[src/rtl/muxn_cfg_loader.sv]
// Serial configuration loader for a bank of select-mux trees.
// Config words are shifted bit-serially into a shadow chain. The shadow is copied
// to the live sel_bus only after the whole chain has been loaded, so the routing
// bank never sees a partially loaded configuration.
module muxn_cfg_loader #(
    parameter int unsigned SWIDTH  = 5,
    parameter int unsigned NUM_MUX = 8,
    parameter int unsigned WORD_W  = 8
) (
    input  logic                        clk,
    input  logic                        rst_n,
    input  logic                        start,
    input  logic                        abort,
    input  logic [WORD_W-1:0]           in_data,
    input  logic                        in_valid,
    output logic                        in_ready,
    output logic [NUM_MUX*SWIDTH-1:0]   sel_bus,
    output logic                        busy,
    output logic                        done
);

    localparam int unsigned ChainLen = NUM_MUX * SWIDTH;
    localparam int unsigned BitsW    = $clog2(ChainLen + 1);
    localparam int unsigned CntW     = $clog2(WORD_W + 1);

    typedef enum logic [1:0] {StIdle, StLoad, StShift, StCommit} state_e;

    state_e              state_q, state_d;
    logic [ChainLen-1:0] shadow_q, shadow_d;
    logic [ChainLen-1:0] sel_q, sel_d;
    logic [WORD_W-1:0]   buf_q, buf_d;
    logic [BitsW-1:0]    bits_left_q, bits_left_d;
    logic [CntW-1:0]     shift_cnt_q, shift_cnt_d;
    logic                done_q, done_d;

    // State and datapath registers; sel_bus only ever moves via sel_d in StCommit.
    always_ff @(posedge clk or negedge rst_n) begin
        if (!rst_n) begin
            state_q     <= StIdle;
            shadow_q    <= '0;
            sel_q       <= '0;
            buf_q       <= '0;
            bits_left_q <= '0;
            shift_cnt_q <= '0;
            done_q      <= 1'b0;
        end else begin
            state_q     <= state_d;
            shadow_q    <= shadow_d;
            sel_q       <= sel_d;
            buf_q       <= buf_d;
            bits_left_q <= bits_left_d;
            shift_cnt_q <= shift_cnt_d;
            done_q      <= done_d;
        end
    end

    // Next-state logic: abort wins over every other action outside StIdle.
    always_comb begin
        state_d     = state_q;
        shadow_d    = shadow_q;
        sel_d       = sel_q;
        buf_d       = buf_q;
        bits_left_d = bits_left_q;
        shift_cnt_d = shift_cnt_q;
        done_d      = 1'b0;
        in_ready    = 1'b0;

        unique case (state_q)
            StIdle: begin
                if (start && !abort) begin
                    state_d     = StLoad;
                    bits_left_d = BitsW'(ChainLen);
                end
            end
            StLoad: begin
                if (abort) begin
                    state_d  = StIdle;
                    shadow_d = '0;
                end else begin
                    in_ready = 1'b1;
                    if (in_valid) begin
                        buf_d   = in_data;
                        state_d = StShift;
                        // Last word may be partial: only bits still owed to the chain are shifted.
                        if (32'(bits_left_q) >= WORD_W) begin
                            shift_cnt_d = CntW'(WORD_W);
                        end else begin
                            shift_cnt_d = CntW'(bits_left_q);
                        end
                    end
                end
            end
            StShift: begin
                if (abort) begin
                    state_d  = StIdle;
                    shadow_d = '0;
                end else begin
                    shadow_d    = {buf_q[0], shadow_q[ChainLen-1:1]};
                    buf_d       = buf_q >> 1;
                    shift_cnt_d = shift_cnt_q - CntW'(1);
                    bits_left_d = bits_left_q - BitsW'(1);
                    if (shift_cnt_q == CntW'(1)) begin
                        state_d = (bits_left_q == BitsW'(1)) ? StCommit : StLoad;
                    end
                end
            end
            StCommit: begin
                state_d = StIdle;
                if (abort) begin
                    shadow_d = '0;
                end else begin
                    sel_d  = shadow_q;
                    done_d = 1'b1;
                end
            end
            default: state_d = StIdle;
        endcase
    end

    assign sel_bus = sel_q;
    assign busy    = (state_q != StIdle);
    assign done    = done_q;

endmodule

[config.mk]
export PLATFORM = sky130hd
export DESIGN_NAME = muxn_cfg_loader
export DESIGN_NICKNAME = d
export VERILOG_FILES = /design/src/rtl/muxn_cfg_loader.sv
export SDC_FILE = /design/constraint.sdc
export NUM_CORES = 1
export LEC_CHECK = 0
export CAP_MARGIN = 20
export CORE_MARGIN = 2
export CORE_UTILIZATION = 54
export DETAILED_ROUTE_END_ITERATION = 10
export PLACE_DENSITY = 0.8
export RECOVER_POWER = 100
export SLEW_MARGIN = 20
export SYNTH_ARGS = -nofsm -noshare
export SYNTH_HDL_FRONTEND = slang
export SYNTH_SLANG_ARGS = --single-unit
[constraint.sdc]
create_clock -name clk -period 2.1 [get_ports clk]
set_clock_uncertainty 0.15 [all_clocks]
set_input_delay 0.42 -clock clk [delete_from_list [all_inputs] [get_ports clk]]
set_output_delay 0.42 -clock clk [all_outputs]
set_load 0.1 [all_outputs]
Word-level counts from Yosys, hierarchy flattened. Cells that the tools add are included. W data, S select, Z words.

Register bits: 101. Output and inout port bits: 43. Logic and storage cells: 61. Input port bits: 13.

Bitwise gates (word level): 1. Multiplexer cells: 25. Equality and inequality tests: 12. Magnitude comparators: 1. Add/subtract/negate cells: 2. Reductions and logical operators: 13.

Operator list (count): $mux W40 (2); $pmux W40 S2 (1); $mux W8 (3); $mux W4 (4); $pmux W8 S2 (1); $mux W2 (6); $mux W6 (2); $pmux W6 S2 (1); $ne A2 B2 Y1 const B (4); $pmux W2 S4 (1); $pmux W4 S2 (1); $reduce_bool A2 Y1 (4); $eq A6 B1 Y1 const B (1); $ge A6 B4 Y1 const B (1); $ne A3 B3 Y1 const B (2); $reduce_and A3 Y1 (2); $sub A6 B1 Y6 const B (1); $eq A2 B2 Y1 const B (2); $eq A4 B1 Y1 const B (1); $reduce_and A2 Y1 (2); $reduce_and A4 Y1 (1); $sub A4 B1 Y4 const B (1); $mux W1 (3); $eq A2 B1 Y1 const B (1); 6 further kinds (6).

Depth between registers and ports, before layout.
Word-level depth: 5. Gate-level depth with buffers: 6. Gate-level depth less buffers: 4.

Worst setup path before layout. OpenSTA, ideal clock, no wires.

Path type: register -> register. From: register state_q[1]. To: register shift_cnt_q[3]. Data arrival time: 2.435 ns. Path slack: -0.606 ns. Buffers on the path: 2. Clock period less this slack: 2.706 ns. Library setup time: 0.121 ns. Stages on the path, launching flop included: 6. Required time: 1.829 ns. Cells stage by stage: dfrtp_1 buf_4 nor3b_2 a21oi_1 buf_2 o22a_1.

Word-level cells in the longest chain between the ends: 3. Elaborated cells on any way between the ends: 8. Those cells by class: eq/ne: 5; mux: 1; reduce/logical: 2.

Ends and longest elaborated chain: start, declared (line 28) `state_e state_q, state_d;`; start signal, assigned (line 39) `state_q <= StIdle;`; start signal, assigned (line 47) `state_q <= state_d;`; $eq A2 B1 Y1 / $eq A2 B2 Y1 (equally long branches) (line 68) `unique case (state_q)`; $ne A2 B2 Y1 (no source line) / $reduce_bool A2 Y1 (equally long branches); $reduce_and A4 Y1 (no source line); end signal, assigned (line 52) `shift_cnt_q <= shift_cnt_d;`; end, declared (line 33) `logic [CntW-1:0] shift_cnt_q, shift_cnt_d;`.

Several ways; a longest one is shown, not always the timed one. A chain may end at the register's enable or synchronous reset.

Final worst setup path.
From: register state_q[1]. To: output busy.

Word-level cells in the longest chain between the ends: 1.

Ends and longest elaborated chain: $reduce_bool A2 Y1 (line 121) `assign busy = (state_q != StIdle);`; end, declared (line 18) `output logic busy,`.

Every way passes these cells.

==> impl_metrics.json <==
{
  "worstMarginPinSlew_ns": 0.985,
  "met2_wirelength_um": 3520,
  "final_nets": 380,
  "finalCritPeriodShare_pct": 97.8,
  "crit_fanout": 7,
  "routed-wl-met3_um": 235,
  "clk_pin_slew_ns": 0.09,
  "area_growth_pct": 17.3,
  "ys_seq_area_share_pct": 61.7,
  "p_leak_uw": 0.00243,
  "drive_gt1_share_pct": 33.5,
  "io_buffers": 55,
  "worstPathArrival_ns": 1.48,
  "p_comb_share_pct": 15.5,
  "overflow": 0,
  "crit_type": "flop to output port",
  "drtIter0Drc": 126,
  "cap_violations": 0,
  "finalSetupTns_ns": 0,
  "synthArstFlopShare_pct": 100,
  "yosys_most_used_dff": "dfrtp_1",
  "switchingPower_uw": 1160,
  "first_pass_iters": 4,
  "synth_most_common_cell": "dfrtp_1",
  "slew_viol_final": 0,
  "insertion_delay_ns": 0.35,
  "dieArea_mm2": 0.00830,
  "syn_area_mm2": 0.00410,
  "cts_buffers": 9,
  "start_util_pct": 56.2,
  "netlist_top_cells_area": "dfrtp_1 (62%), mux2_2 (11%), a22o_1 (8.6%)",
  "yosys.area.top_type_share_pct": 61.7,
  "yosys.area.top_type": "dfrtp_1",
  "diodes": 0,
  "place_ws_ns": -0.198,
  "finalSetupViolCount": 0,
  "antenna_found_initial": 0,
  "clock-sinks": 101,
  "p_sw_share_pct": 29.4,
  "yosys_register_bits": 101,
  "cts_tree": "done",
  "status": "complete, no violations",
  "core_area_mm2": 0.00729,
  "drt-total-wl_um": 7230,
  "h-tree-depth": 3,
  "synth_edf_count": 0,
  "place_area_mm2": 0.00478,
  "grt_max_degree": 42,
  "synth_warnings": 0,
  "io_pins": 56,
  "stdcell_area_mm2": 0.00481,
  "utilization_pct": 65.9,
  "dp_hpwl_um": 4990,
  "wl_per_cell_um": 15.5,
  "cts-root-buf": "clkbuf_8",
  "clock.fmax_mhz": 487,
  "maxSlewHeadroom_pct": 34.2,
  "rows": 31,
  "netlist_instances": 298,
  "p_int_uw": 2790,
  "topRoutingLayerUsed": "met4",
  "gp_congestion": 0.774,
  "startpoint_type": "flop",
  "via_per_inst": 5.62,
  "ys_types": 43,
  "grt_pass1_vias": 2526,
  "grt_usage_pct": 18.6,
  "wl_met1_um": 3380,
  "fin_ws_ns": 0.0462,
  "clockPowerShare_pct": 28.4,
  "die_width_um": 91.1,
  "cp-end-kind": "output port",
  "clock_path_buffers": 2,
  "antenna_left": 0,
  "hold_viol": 0,
  "synth_nets": 316,
  "grt_pass1_wl_um": 12400,
  "cp_data_required_time_ns": 1.53,
  "route.detailed.drc": 0,
  "synth_common_cells": "dfrtp_1 (101), a22o_1 (40), mux2_2 (40), buf_2 (15), inv_1 (10)",
  "die_h_um": 91.1,
  "period_minus_slack_ns": 2.05,
  "power_frac_seq_pct": 56.1,
  "ir_drop_mv": 0.493,
  "hp-class": "flop to flop",
  "total_power_uw": 3950,
  "p_per_area_mw_per_mm2": 822,
  "syn_avg_cell_area_um2": 13.7,
  "vias": 2619
}
==> registers in the layout (all words and copies together) (netlist names) <==
name,flops
done,1
state_q,2
sel_bus,40
bits_left_q,6
buf_q,8
shift_cnt_q,4
shadow_q,40
==> final cells by class <==
class | count | area [um2]
Sequential cell | 101 | 2530
Fill cell | 604 | 2490
Multi-Input combinational cell | 166 | 1440
Timing Repair Buffer | 74 | 494
Clock buffer | 9 | 124
Tap cell | 99 | 124
Clock inverter | 7 | 57.6
Inverter | 10 | 37.5
==> per-stage QoR <==
step / std cells / hold slack, ns
final: 466 / 0.360
after global routing: 466 / 0.368
after CTS: 465 / 0.363
after detailed placement: 447 / 0.201
after global placement: 447 / 0.202
after floorplan: 298 / -0.0256
==> layout by cell type (no fill, tap or decap), types with 3 or more instances in the layout <==
master and count:
clkbuf_4 4, nand4_1 3, o21ai_0 8, dfrtp_1 99, mux2i_1 8, a22o_1 40
buf_4 9, clkbuf_8 9, clkbuf_1 4, clkdlybuf4s50_1 11, nand3_1 9, ha_1 5
mux2_2 40, nand2b_1 3, a22oi_1 4, a21oi_1 6, inv_1 10, clkbuf_2 42
a2bb2oi_1 3, nor3_1 3, nor2_1 5
==> power groups by stage <==
| stage | Sequential [uW] | Clock [uW] | Combinational [uW] |
|---|---|---|---|
| detailed placement | 2250 | 0 | 626 |
| global placement | 2240 | 0 | 601 |
| finish | 2220 | 1120 | 612 |
| global route | 2240 | 1230 | 682 |
| floorplan | 2220 | 0 | 423 |
| CTS | 2210 | 1140 | 634 |
==> routing by layer <==
layer  up-vias  GRT usage, %
met2        57          29.6
met5         -             0
met1      1326          26.1
li1       1229             -
met4         0          6.06
met3         7          3.49
==> cells by family after synthesis <==
logic type / synth area share (%)
buf+inv: 3.67
mux: 13.0
fa+ha+maj: 1.53
simple gates: 5.96
flops: 61.7
compound gates: 14.2
==> worst max-delay path, stage by stage (launching register included) <==
cell and delay, ns:
dfrtp_2 0.46, buf_4 0.17, or2_2 0.32, buf_12 0.18
==> path summary, 6_finish.rpt <==
check	slack [ns]	start	to	cells past startpoint
setup / recovery	0.05	state_q[1]	busy	3
hold reg to reg	0.36	buf_q[1]	buf_q[1]	2
setup reg to reg	0.18	state_q[0]	sel_bus[20]	4
max in group asynchronous	0.34	rst_n	shadow_q[36]	3
min in group asynchronous	0.44	rst_n	sel_bus[9]	2
hold / removal	0.36	buf_q[1]	buf_q[1]	2
==> what timing repair did <==
action / CTS / global route
gates resized for setup: 2 / 0
hold buffers: 1 / 0
endpoints found under the setup margin: 2 / 1
pin swaps: 1 / 0
hold endpoints to repair: 24 / 0
cloned: 0 / 0
buffers inserted: 1 / 1
Note: power is estimated with default switching activity, not from simulation.
